[config.mk]
export PLATFORM = sky130hd
export DESIGN_NAME = univ_shift_reg_n
export DESIGN_NICKNAME = d
export VERILOG_FILES = /design/src/rtl/univ_shift_reg_n.sv
export SDC_FILE = /design/constraint.sdc
export NUM_CORES = 1
export LEC_CHECK = 0
export CAP_MARGIN = 30
export CORE_MARGIN = 8
export CORE_UTILIZATION = 30
export CTS_CLUSTER_SIZE = 8
export DETAILED_ROUTE_END_ITERATION = 10
export SYNTH_ARGS = -nofsm -noshare
export SYNTH_HDL_FRONTEND = slang
export SYNTH_SLANG_ARGS = --single-unit
[constraint.sdc]
create_clock -name i_clk -period 2.31 [get_ports i_clk]
set_clock_uncertainty 0.15 [all_clocks]
set_input_delay 0.3465 -clock i_clk [delete_from_list [all_inputs] [get_ports i_clk]]
set_output_delay 0.3465 -clock i_clk [all_outputs]
set_load 0.1 [all_outputs]
[src/rtl/univ_shift_reg_n.sv]
// univ_shift_reg_n: universal shift register, multi-bit shifts run one bit per clock under start/busy/done
module univ_shift_reg_n #(
   parameter int WIDTH = 8,
   parameter int AMT_W = 4
) (
   input  logic             i_clk,
   input  logic             i_rst,
   input  logic             i_start,
   input  logic [2:0]       i_mode,
   input  logic [AMT_W-1:0] i_amount,
   input  logic [WIDTH-1:0] i_data,
   input  logic             i_sin_l,
   input  logic             i_sin_r,
   output logic [WIDTH-1:0] o_q,
   output logic             o_sout_l,
   output logic             o_sout_r,
   output logic             o_busy,
   output logic             o_done
);
   localparam logic [2:0] HOLD = 3'd0, LOAD = 3'd1, SHL = 3'd2, SHR = 3'd3,
                          ROL = 3'd4, ROR = 3'd5, ASR = 3'd6, CLR = 3'd7;

   typedef enum logic {IDLE, RUN} state_t;

   state_t           state, state_n;
   logic [AMT_W-1:0] cnt, cnt_n;
   logic [2:0]       mode_r, mode_n, step_mode;
   logic [WIDTH-1:0] q_n, stepped;
   logic             done_n, accept, single;

   function automatic logic [WIDTH-1:0] step(input logic [2:0] m, input logic [WIDTH-1:0] v,
                                             input logic sl, input logic sr);
      return m == SHL ? {v[WIDTH-2:0], sr} :
             m == SHR ? {sl, v[WIDTH-1:1]} :
             m == ROL ? {v[WIDTH-2:0], v[WIDTH-1]} :
             m == ROR ? {v[0], v[WIDTH-1:1]} :
             m == ASR ? {v[WIDTH-1], v[WIDTH-1:1]} : v;
   endfunction

   always_comb begin
      accept    = i_start && state == IDLE;
      single    = i_mode == HOLD || i_mode == LOAD || i_mode == CLR;
      step_mode = accept ? i_mode : mode_r;
      stepped   = step(step_mode, o_q, i_sin_l, i_sin_r);
      state_n   = state;
      cnt_n     = cnt;
      mode_n    = mode_r;
      q_n       = o_q;
      done_n    = 1'b0;
      if (accept) begin
         mode_n = i_mode;
         done_n = single || i_amount <= AMT_W'(1);
         if (single)
            q_n = i_mode == LOAD ? i_data : i_mode == CLR ? '0 : o_q;
         else if (i_amount != '0)
            q_n = stepped;
         if (!single && i_amount > AMT_W'(1)) begin
            cnt_n   = i_amount - AMT_W'(1);
            state_n = RUN;
         end
      end else if (state == RUN) begin
         q_n   = stepped;
         cnt_n = cnt - AMT_W'(1);
         if (cnt == AMT_W'(1)) begin
            state_n = IDLE;
            done_n  = 1'b1;
         end
      end
   end

   always_ff @(posedge i_clk) begin
      if (i_rst) begin
         state  <= IDLE;
         cnt    <= '0;
         mode_r <= HOLD;
         o_q    <= '0;
         o_done <= 1'b0;
      end else begin
         state  <= state_n;
         cnt    <= cnt_n;
         mode_r <= mode_n;
         o_q    <= q_n;
         o_done <= done_n;
      end
   end

   assign o_busy   = state == RUN;
   assign o_sout_l = o_q[WIDTH-1];
   assign o_sout_r = o_q[0];
endmodule

Yosys cells after proc, flatten, opt, wreduce, memory -nomap -nowiden
Index checks and enable logic that the tools add are counted.
- $add $sub $neg: 2
- order comparisons: 2
- equality and inequality tests: 11
- muxes and demuxes: 22
- bitwise operators: 1
- reduce and logical (&&, ||, !) cells: 11
- operators with widths (operator ; number):
    $mux W8 ; 10
    $eq A3 B3 Y1 const B ; 4
    $mux W4 ; 3
    $sub A4 B1 Y4 const B ; 2
    $mux W1 ; 7
    $mux W7 ; 1
    $eq A3 B2 Y1 const B ; 2
    $eq A4 B1 Y1 const B ; 1
    $gt A4 B1 Y1 const B ; 1
    $le A4 B1 Y1 const B ; 1
    $ne A4 B2 Y1 const B ; 1
    $reduce_bool A4 Y1 ; 1
    $eq A3 B1 Y1 const B ; 1
    $logic_not A3 Y1 ; 1
    $logic_or A1 B1 Y1 ; 3
    $mux W3 ; 1
    $ne A3 B1 Y1 const B ; 1
    $reduce_and A3 Y1 ; 1
    $logic_and A1 B1 Y1 ; 2
    $ne A2 B1 Y1 const B ; 1
    $reduce_and A2 Y1 ; 1
    $reduce_bool A2 Y1 ; 1
    $logic_not A1 Y1 ; 1
    $not A1 Y1 ; 1
- register bits after elaboration: 17
- bits of input ports: 20
- output and inout bits: 12
- word-level logic and storage cells: 54

Longest topological paths before layout
- word-level depth: 12
- depth in mapped cells: 7
- gate-level depth less buffers: 7

Worst setup path after synthesis
OpenSTA, ideal clock, no wires.
- path kind: register to register
- start: register state, in the netlist o_busy
- end: register o_q[6]
- library setup time: 104 ps
- data arrival time: 2206 ps
- data required time: 2056 ps
- slack: -150 ps
- stages on the path, launching flop included: 7
- path buffers: 1
- period minus slack after synthesis: 2460 ps
- path through: dfxtp_1 > nand2b_1 > buf_6 > mux2i_4 > o21a_1 > o211ai_1 > a2111oi_2
- longest elaborated chain between the ends: 12
- elaborated cells on any way between the ends: 21
- those cells by class: eq/ne (7); mux (10); bitwise (1); reduce/logical (3)
- RTL lines (item ; RTL line ; RTL):
    from (decl) ; 25 ; state_t state, state_n;
    from (signal assigned) ; 79 ; state <= state_n;
    $not A1 Y1 ; 41 ; accept = i_start && state == IDLE;
    $logic_and A1 B1 Y1 ; 41 ;
    $mux W3 ; n/a ;
    $eq A3 B3 Y1 ; 37 ; m == ASR ? {v[WIDTH-1], v[WIDTH-1:1]} : v;
    $mux W7 ; 37 ;
    $mux W8 ; 36 ; m == ROR ? {v[0], v[WIDTH-1:1]} :
    $mux W8 ; 35 ; m == ROL ? {v[WIDTH-2:0], v[WIDTH-1]} :
    $mux W8 ; 34 ; m == SHR ? {sl, v[WIDTH-1:1]} :
    $mux W8 ; 33 ; return m == SHL ? {v[WIDTH-2:0], sr} :
    $mux W8 ; 55 ; else if (i_amount != '0)
    $mux W8 ; 53 ; if (single)
    $mux W8 ; 50 ; if (accept) begin
    to (signal assigned) ; 82 ; o_q <= q_n;
    to (decl) ; 14 ; output logic [WIDTH-1:0] o_q,
Parallel ways exist; a longest one is shown, timed or not. The select of a mux whose other input is x is not followed.
A chain may end at the register's enable or synchronous reset.

Final worst setup path
- start: input i_start
- end: register o_q[6]
- longest elaborated chain between the ends: 11
- elaborated cells on any way between the ends: 20
- those cells by class: eq/ne (7); mux (10); reduce/logical (3)
- RTL lines (item ; RTL line ; RTL):
    from (decl) ; 8 ; input logic i_start,
    $logic_and A1 B1 Y1 * ; 41 ;
    $mux W3 ; n/a ;
    $eq A3 B3 Y1 ; 37 ;
    $mux W7 ; 37 ;
    $mux W8 ; 36 ;
    $mux W8 ; 35 ;
    $mux W8 ; 34 ;
    $mux W8 ; 33 ;
    $mux W8 ; 55 ;
    $mux W8 ; 53 ;
    $mux W8 ; 50 ;
Every way passes the cells marked *; elsewhere a longest branch is shown, timed or not. The select of a mux whose other input is x is not followed.

==> implementation parameters <==
Parameter                              Value

Global route
  First-pass GRT wire length    7.36 mm
  Residual overflow from global routing    0
  Vias in the first global route    between 1,500 and 2,000
  Largest net degree at the start of global routing    12
  Initial antenna violation count    0
  All-layer global routing usage    approximately 12%

Final layout
  Share of cells above drive strength 1    between 20% and 30%
  Net count reported at finish    260
  Ant. Diodes    0
  Layout fillers    487
  Non-Filler Cell Area, Final    approximately 2000 um^2
  Area delta synth->final    42.5%

Power
  Leakage power    0.826 nW
  Worst ir drop on vdd    around 230 uV
  Power density over cell area    between 500 and 600 nW/um^2

Timing
  Worst setup slack after layout    just under 0.2 ns
  Period Utilization, post-route    91.6%
  Slew @ Worst Pin    0.366 ns
  Setup repair after global routing missed its margin    false
  Max-slew violations    0
  Minimum clock period    between 2 and 2.5 ns
  Sum Neg Setup Slack    0 ns
  Number of setup violations in the final report    0
  Upper clock frequency limit    473 MHz
  Hold Vio Cnt, Final    0
  Max-slew headroom at the worst pin    approximately three quarters

Drt
  Number of detailed-routing iterations run before antenna repair    4
  Vias    1,539
  Vias per inst    5.33
  First DRT Iteration DRCs    100
  Total wire length after detailed routing    4.27 mm
  Average wire per standard cell    about 15 um
  DRC Markers    0
  Antenna violation net count after detailed routing    0

Worst setup path
  Kind of end point of the critical path    register
  CP Data Arrival Time    approximately 2.1 ns
  Worst R2R Start    o_busy
  CP max stage delay    0.48 ns
  Length in cells of the worst reg-to-reg path    8
  Cell Chain, Critical Path    clkdlybuf4s50_1 -> nand2b_1 -> buf_4 -> buf_4 -> a21oi_1 -> o31ai_4 -> buf_4 -> a211oi_1 -> a2111oi_2
  Largest driver fanout on the critical path    7
  Register-to-register path setup slack    0.31 ns
  Type of origin of the critical path    input port
  Capture point of the worst reg-to-reg path    o_q[6]
  Dominant cell type by count on the critical path    buf_4
  WP data required    2.30 ns
  Path type of the worst setup path    in2reg
  Master of the slowest instance on the critical path    clkdlybuf4s50_1

Synth
  Number of flops mapped to enable cells by yosys    0
  Post-Syn Instances    175
  Post-synthesis average cell area    8.14 um^2
  Share of flip-flops with an asynchronous set or reset    0%
  Distinct cells, synth    51
  Dominant register cell in the synthesized netlist    dfxtp_1
  Synthesis warning total    0
  Share of the yosys chip area belonging to registers    between 20% and 30%
  Synthesized flop and latch total    17
  Cell area after synthesis    1420 um^2
  Total nets after synthesis    199

CTS
  Total number of H-tree levels    1
  Buffers from clock root to sink, at most    2
  Number of hold buffers added after cts    0
  Clk sinks    17
  Latest clock arrival within the worst-skew pair    0.25 ns
  Master cell of the clock root buffer    clkbuf_8
  Inserted Clock Buffers    3
  Clock-pin transition on the worst setup and hold timing paths    0.07 ns
  TritonCTS clock tree    built

Hold path
  Launch point of the worst hold path    cnt[1]
  Type of the most critical hold path    reg2reg
  Min-Delay Path Depth    2
  Worst Hold Path EP    cnt[1]

Die
  Initial Utilization    30.6%
  Area inside the core boundary    4660 um^2
  Cell row count    25
  Die outline height    84.9 um
  Count of pins on the block boundary    32
  Die Area    7210 um^2
  Die Wd    84.9 um

Place
  Worst Setup Slack post-DPL    -0.133 ns
  Detailed Place HPWL    3.37 mm
  Count of port buffers added during placement    31
  Cell area after placement    ~2000 um^2
  Routability Congestion    0.852

Job
  Count of max-cap constraint violations    0

Status
  Run status    finished, final reports clean
what timing repair did:
item / in CTS / in global routing
setup endpoints to repair: 0 / 6
gates resized for setup: 0 / 2
setup buffers: 0 / 0
hold endpoints to repair: 0 / 0
synth_stat cells (3+ instances only):
master     count  area share, %
nor2_1        19            5.0
o31ai_1        5            2.6
buf_2          7            2.5
o22a_1         6            3.7
a2bb2oi_1      6            3.7
o21ai_0       16            5.6
nand3b_1       5            2.6
a21oi_1        8            2.8
a22oi_1        7            3.7
nand2b_1       6            2.6
nor2b_1        3            1.3
dfxtp_1       17             24
xnor2_1        3            1.8
ha_1           4            3.5
inv_1          6            1.6
xor2_1         3            1.8
mux2i_1        3            2.1
o221ai_1       5            3.1
nand2_1        6            1.6
nor3_1         5            1.8
state kept, by name, summed over array words and instances (netlist names):
| name | count |
|---|---|
| o_q | 8 |
| cnt | 4 |
| mode_r | 3 |
| o_done | 1 |
| o_busy | 1 |
critical path, delay by kind of cell:
family | cells | cell delay, ns
AOI/OAI and AO/OA | 4 | 0.71
and+or+nand+nor | 1 | 0.07
buffers and inverters | 4 | 0.97
layout by cell type (no fill, tap or decap), types with 2 or more instances in the layout:
cell	netlist	layout
o22a_1	6	6
buf_4	2	49
inv_1	6	6
a22oi_1	7	7
o21ai_0	16	15
nand2_1	6	6
dfxtp_1	17	16
clkbuf_8	0	3
o31ai_1	5	5
a21oi_1	8	8
nor3_1	5	5
clkdlybuf4s50_1	0	19
nor2_1	19	19
a2bb2oi_1	6	6
nand3b_1	5	5
nand2b_1	6	6
ha_1	4	4
and3_1	2	2
o221ai_1	5	5
mux2i_1	3	3
nor2b_1	3	2
xor2_1	3	3
o21a_1	2	2
xnor2_1	3	3
kinds of logic after synthesis:
logic type      share of synthesized area, %
buf+inv                                 6.41
xor+xnor                                3.69
compound gates                          35.9
mux                                     5.45
fa+ha+maj                               3.52
simple gates                            21.1
flops                                   23.9
layer usage:
metal	global-route usage [%]	up-vias	wire length, um
met2	21.9	32	2060
met1	14.5	722	1970
met4	1.94	0	23
met3	3.67	5	222
li1	-	780	-
met5	0	-	0
worst max path at each step:
stage                            from  endpoint  slack (ns)
after floorplan                o_busy    o_q[6]        0.18
after global placement    i_amount[1]    o_q[3]       -0.09
after detailed placement  i_amount[1]    o_q[2]       -0.13
after CTS                 i_amount[1]    o_q[4]        0.12
after global routing      i_amount[1]    o_q[4]        0.02
final                         i_start    o_q[6]        0.19
stage by stage:
stage | total power, mW | util, % | hold WS (ns) | cells
after floorplan | 0.764 | - | 0.276 | 175
after global placement | 0.949 | 42.5 | 0.311 | 285
after detailed placement | 0.953 | 42.5 | 0.313 | 285
after CTS | 1.19 | 43.5 | 0.323 | 289
after global routing | 1.25 | 43.5 | 0.370 | 289
final | 1.18 | 43.5 | 0.319 | 289
power by group:
group	internal (mW)	switching [mW]	leakage (nW)
sequential	0.325	0.0481	0.140
combinational	0.237	0.338	0.664
clock	0.123	0.105	0.0228
layout make-up:
class | count | area [um^2] | share of cell area, %
Multi-Input combinational cell | 140 | 995 | 49.0
Clock buffer | 4 | 45.0 | 2.22
Timing Repair Buffer | 68 | 558 | 27.5
Inverter | 6 | 22.5 | 1.11
Tap cell | 54 | 67.6 | 3.33
Sequential cell | 17 | 342 | 16.8
No activity file was read; power rests on OpenSTA's default activity.
